--- src/rtl/uart_tx_arbiter.sv ---
// Round-robin arbiter sharing one uart_tx between byte-stream requesters.
// A grant is locked until the owner flags its last byte, hits MAX_FRAME bytes,
// or leaves valid low for STALL_TO cycles.
module uart_tx_arbiter #(
  parameter int unsigned NUM_REQ    = 4,
  parameter int unsigned MAX_FRAME  = 0,
  parameter int unsigned STALL_TO   = 0,
  parameter int unsigned GAP_CYCLES = 0
) (
  input  logic                   clk_i,
  input  logic                   reset_ni,
  input  logic [NUM_REQ-1:0]     req_valid_i,
  input  logic [NUM_REQ*8-1:0]   req_data_i,
  input  logic [NUM_REQ-1:0]     req_last_i,
  output logic [NUM_REQ-1:0]     req_ready_o,
  output logic [NUM_REQ-1:0]     grant_o,
  output logic                   tx_send_o,
  output logic [7:0]             tx_data_o,
  input  logic                   tx_ready_i,
  output logic                   stall_abort_o,
  output logic                   busy_o
);

  localparam int unsigned IDX_W   = (NUM_REQ > 1) ? $clog2(NUM_REQ) : 1;
  localparam int unsigned BYTE_W  = (MAX_FRAME > 0) ? $clog2(MAX_FRAME + 1) : 1;
  localparam int unsigned STALL_W = (STALL_TO > 0) ? $clog2(STALL_TO + 1) : 1;
  localparam int unsigned GAP_W   = (GAP_CYCLES > 0) ? $clog2(GAP_CYCLES + 1) : 1;

  localparam logic [2:0] S_IDLE    = 3'd0;
  localparam logic [2:0] S_LOCKED  = 3'd1;
  localparam logic [2:0] S_SEND    = 3'd2;
  localparam logic [2:0] S_GUARD   = 3'd3;
  localparam logic [2:0] S_WAIT_TX = 3'd4;
  localparam logic [2:0] S_GAP     = 3'd5;

  logic [2:0]         state_q, state_d;
  logic [IDX_W-1:0]   owner_q, owner_d;
  logic [IDX_W-1:0]   last_q, last_d;
  logic [NUM_REQ-1:0] grant_d;
  logic [BYTE_W-1:0]  byte_cnt_q, byte_cnt_d;
  logic [STALL_W-1:0] stall_cnt_q, stall_cnt_d;
  logic [GAP_W-1:0]   gap_cnt_q, gap_cnt_d;
  logic               frame_last_q, frame_last_d;
  logic               tx_send_d;
  logic [7:0]         tx_data_d;
  logic               stall_abort_d;
  logic               busy_d;
  logic               release_c;

  logic [IDX_W-1:0]   pick_idx;
  logic               pick_found;
  logic               owner_valid;
  logic               owner_last;
  logic [7:0]         owner_data;

  // Only the owner sees ready, and only while waiting for its next byte.
  assign req_ready_o = (state_q == S_LOCKED && tx_ready_i) ? grant_o : '0;

  // Round-robin search starting just after the previous owner.
  always_comb begin
    int unsigned cand;
    cand       = 0;
    pick_idx   = '0;
    pick_found = 1'b0;
    for (int unsigned k = 1; k <= NUM_REQ; k++) begin
      cand = (32'(last_q) + k) % NUM_REQ;
      if (!pick_found && req_valid_i[IDX_W'(cand)]) begin
        pick_found = 1'b1;
        pick_idx   = IDX_W'(cand);
      end
    end
  end

  // Select the current owner's request signals.
  always_comb begin
    owner_valid = 1'b0;
    owner_last  = 1'b0;
    owner_data  = '0;
    for (int unsigned i = 0; i < NUM_REQ; i++) begin
      if (owner_q == IDX_W'(i)) begin
        owner_valid = req_valid_i[i];
        owner_last  = req_last_i[i];
        owner_data  = req_data_i[8*i +: 8];
      end
    end
  end

  // Next-state and next-output logic.
  always_comb begin
    state_d       = state_q;
    owner_d       = owner_q;
    last_d        = last_q;
    grant_d       = grant_o;
    byte_cnt_d    = byte_cnt_q;
    stall_cnt_d   = stall_cnt_q;
    gap_cnt_d     = gap_cnt_q;
    frame_last_d  = frame_last_q;
    tx_send_d     = 1'b0;
    tx_data_d     = tx_data_o;
    stall_abort_d = 1'b0;
    release_c     = 1'b0;
    busy_d        = 1'b0;

    case (state_q)
      S_IDLE: begin
        if (pick_found) begin
          owner_d     = pick_idx;
          grant_d     = NUM_REQ'(1) << pick_idx;
          byte_cnt_d  = '0;
          stall_cnt_d = '0;
          state_d     = S_LOCKED;
        end
      end
      S_LOCKED: begin
        if (owner_valid && tx_ready_i) begin
          tx_data_d    = owner_data;
          frame_last_d = owner_last;
          byte_cnt_d   = byte_cnt_q + BYTE_W'(1);
          stall_cnt_d  = '0;
          tx_send_d    = 1'b1;
          state_d      = S_SEND;
        end else if (!owner_valid) begin
          if (STALL_TO > 0 && stall_cnt_q == STALL_W'(STALL_TO - 1)) begin
            release_c     = 1'b1;
            stall_abort_d = 1'b1;
          end else begin
            stall_cnt_d = stall_cnt_q + STALL_W'(1);
          end
        end
      end
      S_SEND:  state_d = S_GUARD;
      // uart_tx only drops ready after seeing the send, so skip one cycle.
      S_GUARD: state_d = S_WAIT_TX;
      S_WAIT_TX: begin
        if (tx_ready_i) begin
          if (frame_last_q || (MAX_FRAME > 0 && byte_cnt_q == BYTE_W'(MAX_FRAME))) begin
            release_c = 1'b1;
          end else begin
            state_d = S_LOCKED;
          end
        end
      end
      S_GAP: begin
        if (gap_cnt_q == GAP_W'(GAP_CYCLES - 1)) begin
          state_d = S_IDLE;
        end else begin
          gap_cnt_d = gap_cnt_q + GAP_W'(1);
        end
      end
      default: state_d = S_IDLE;
    endcase

    if (release_c) begin
      last_d    = owner_q;
      grant_d   = '0;
      gap_cnt_d = '0;
      state_d   = (GAP_CYCLES > 0) ? S_GAP : S_IDLE;
    end

    busy_d = (state_d != S_IDLE);
  end

  // State and registered outputs.
  always_ff @(posedge clk_i or negedge reset_ni) begin
    if (!reset_ni) begin
      state_q       <= S_IDLE;
      owner_q       <= '0;
      last_q        <= IDX_W'(NUM_REQ - 1);
      grant_o       <= '0;
      byte_cnt_q    <= '0;
      stall_cnt_q   <= '0;
      gap_cnt_q     <= '0;
      frame_last_q  <= 1'b0;
      tx_send_o     <= 1'b0;
      tx_data_o     <= '0;
      stall_abort_o <= 1'b0;
      busy_o        <= 1'b0;
    end else begin
      state_q       <= state_d;
      owner_q       <= owner_d;
      last_q        <= last_d;
      grant_o       <= grant_d;
      byte_cnt_q    <= byte_cnt_d;
      stall_cnt_q   <= stall_cnt_d;
      gap_cnt_q     <= gap_cnt_d;
      frame_last_q  <= frame_last_d;
      tx_send_o     <= tx_send_d;
      tx_data_o     <= tx_data_d;
      stall_abort_o <= stall_abort_d;
      busy_o        <= busy_d;
    end
  end

endmodule
--- config.mk ---
export PLATFORM = sky130hd
export DESIGN_NAME = uart_tx_arbiter
export DESIGN_NICKNAME = d
export VERILOG_FILES = /design/src/rtl/uart_tx_arbiter.sv
export SDC_FILE = /design/constraint.sdc
export NUM_CORES = 1
export LEC_CHECK = 0
export BUFFER_PORTS_ARGS = -buffer_cell sky130_fd_sc_hd__buf_4
export CORE_ASPECT_RATIO = 1.2
export CORE_MARGIN = 2
export CORE_UTILIZATION = 35
export CTS_CLUSTER_SIZE = 28
export DETAILED_ROUTE_END_ITERATION = 10
export PLACE_DENSITY = 0.64
export SLEW_MARGIN = 25
export SYNTH_ARGS = -nofsm -noshare
export SYNTH_HDL_FRONTEND = slang
export SYNTH_SLANG_ARGS = --single-unit
--- constraint.sdc ---
create_clock -name clk_i -period 4.3 [get_ports clk_i]
set_input_delay 0.86 -clock clk_i [delete_from_list [all_inputs] [get_ports clk_i]]
set_output_delay 0.86 -clock clk_i [all_outputs]
set_load 0.05 [all_outputs]
==> results.sh <==
export IMPL_hold_buffers=0
export IMPL_layout_min_cycle_time_ps=2480
export IMPL_yosysWarnings=0
export IMPL_diodes=0
export IMPL_die_area_um2=4460
export IMPL_async_reset_ff_share_pct=100
export IMPL_numCtsBuffers=3
export IMPL_ys_seq_area_share_pct=41.9
export IMPL_min_period_over_period_pct=57.7
export IMPL_rows=25
export IMPL_wl_per_cell_um=14.7
export IMPL_dr_total_vias=1097
export IMPL_io_pins=62
export IMPL_portBuffers=60
export IMPL_die_h_um=72.8
export IMPL_cp_end_kind="output port"
export IMPL_post_cts_resized=0
export IMPL_multi_input_area_um2=744
export IMPL_synth_top_area_share_pct=38.1
export IMPL_synth_area_um2=1380
export IMPL_p_per_area_nw_per_um2=716
export IMPL_slew_headroom_pct=56.1
export IMPL_setup_viol=0
export IMPL_holdCritPathClass="in -> async"
export IMPL_h_tree_depth=1
export IMPL_initial_core_util_pct=35.8
export IMPL_seq_area_um2=578
export IMPL_synth_area_top_cells="dfrtp_1, mux4_2, mux2_4"
export IMPL_cp_start_kind="input pin"
export IMPL_ys_ff_latch=23
export IMPL_gp_congestion=0.818
export IMPL_drtPass1Iterations=4
export IMPL_synthCells=106
export IMPL_synth_top_area_cell="dfrtp_1"
export IMPL_finalMaxSlewViolations=0
export IMPL_grt_pass1_wl_um=5000
export IMPL_tns_ps=0
export IMPL_synth_flop_cell="dfrtp_1"
export IMPL_syn_to_final_growth_pct=37.9
export IMPL_core_um2=3850
export IMPL_ant_nets=0
export IMPL_critical_path_max_fanout=5
export IMPL_finalHoldViolCount=0
export IMPL_overflow=0
export IMPL_r2r_setup_slack_ps=2130
export IMPL_viasPerCell=5.03
export IMPL_grt_setup_unrepaired="no"
export IMPL_r2r_end="frame_last_q"
export IMPL_placed_cell_area_um2=1860
export IMPL_wirelength_um=3200
export IMPL_cts_root_buf="clkbuf_8"
export IMPL_p_leak_uw=0.000883
export IMPL_synth_most_common_cell="dfrtp_1"
export IMPL_synth_edf_count=0
export IMPL_post_cts_repair_setup_buffers=0
export IMPL_syn_num_nets=149
export IMPL_synth_cell_types=35
export IMPL_grtUsageTotal_pct=14.7
export IMPL_clock_fmax_ghz=0.403
export IMPL_drc=0
export IMPL_r2r_start="owner_q[0]"
export IMPL_ys_top_cells_by_count="dfrtp_1, mux4_2, mux2_4, nand2b_1, o21ai_0"
export IMPL_drt_iter0_markers=26
export IMPL_die_w_um=61.3
export IMPL_fillers=363
export IMPL_antenna_found_initial=0
export IMPL_crit_type="in -> out"
export IMPL_arrival_ps=1620
export IMPL_cts_sinks=23
export IMPL_fin_nets=208
export IMPL_dp_hpwl_um=2530
export IMPL_vdd_ir_drop_max_mv=0.263
export IMPL_required_ps=3440
export IMPL_avgSynthCellArea_um2=13.0
export IMPL_grt_max_degree=24
export IMPL_tightest_slew_ps=658
export IMPL_grt_pass1_vias=1087
export IMPL_cts_buffer_depth=2
export IMPL_drive_above_1_share_pct=57.9
export IMPL_insertion_delay_ps=260
export IMPL_cap_violations=0
export IMPL_cts_tree="yes"
export IMPL_fin_area_um2=1900
export IMPL_outcome="finished, final reports clean"
export IMPL_clkTransAtPathRegs_ps=80
export IMPL_skew_ps=3.44
export IMPL_rr_worst_depth=3
==> placed cells by master (no fill, tap or decap), drive strengths merged, types with 3 or more instances in the layout <==
cell type / Yosys / layout
buf: 5 / 60
dfrtp: 21 / 21
mux2: 12 / 12
mux4: 10 / 10
nand2b: 7 / 7
o21ai: 6 / 6
inv: 4 / 4
nor2: 4 / 4
a21oi: 4 / 4
and2: 4 / 4
nand2: 4 / 4
o22ai: 3 / 3
a22o: 3 / 3
clkbuf: 1 / 3
==> metal layers <==
layer  GRT usage [%]  up-vias  wire length (um)
met5               0        -                 0
li1                -      514                 -
met3            2.48        2               116
met1            19.3      555              1220
met4            4.83        0                30
met2            24.1       26              1830
==> cell type report <==
cell class              instances  area share, %
clock inverters                 1          0.263
clock buffers                   3           2.17
inverters                       4          0.789
multi-input cells              73           39.1
flip-flops and latches         23           30.4
well taps                      54           3.55
repair buffers                 60           23.7
==> power breakdown <==
part	internal, uW	switching (uW)
sequential	320	129
clock	64.6	67.9
combinational	362	418
total	747	616
==> worst max-delay path by stage <==
| stage | slack (ps) | end | cells after the start | start |
|---|---|---|---|---|
| finish | 1820 | req_ready_o[1] | 5 | tx_ready_i |
| global route | 1750 | req_ready_o[0] | 5 | tx_ready_i |
| CTS | 1800 | req_ready_o[1] | 5 | tx_ready_i |
| detailed placement | 1810 | req_ready_o[1] | 5 | tx_ready_i |
| global placement | 1840 | req_ready_o[3] | 5 | tx_ready_i |
| floorplan | 1870 | req_ready_o[0] | 3 | tx_ready_i |
==> state kept, by name, indices dropped and copies added, names as in the netlist <==
name          count
grant_o           4
tx_send_o         1
tx_data_o         8
state_q           3
frame_last_q      1
last_q            2
busy_o            1
gap_cnt_q         1
owner_q           2
==> critical path: stages <==
cell	delay (ps)
buf_4	100
inv_1	70
nor3_4	230
and2_1	160
buf_4	190
==> metrics by stage <==
step | setup slack (ps) | hold slack (ps) | util, % | std cells | total power, uW
after CTS | 1800 | 488 | 49.4 | 218 | 1380
after floorplan | 1870 | 461 | - | 106 | 1030
after detailed placement | 1810 | 501 | 48.2 | 214 | 1240
after global routing | 1750 | 497 | 49.4 | 218 | 1440
final | 1820 | 481 | 49.4 | 218 | 1360
after global placement | 1840 | 484 | 48.2 | 214 | 1220
==> cell families after synthesis <==
logic type,Yosys count,synth area share [%]
simple gates,26,13.2
compound gates,23,11.5
mux,23,29.0
flops,23,41.9
buf+inv,10,4.08
other cells,1,0.272
(Power assumes the default switching activity.)
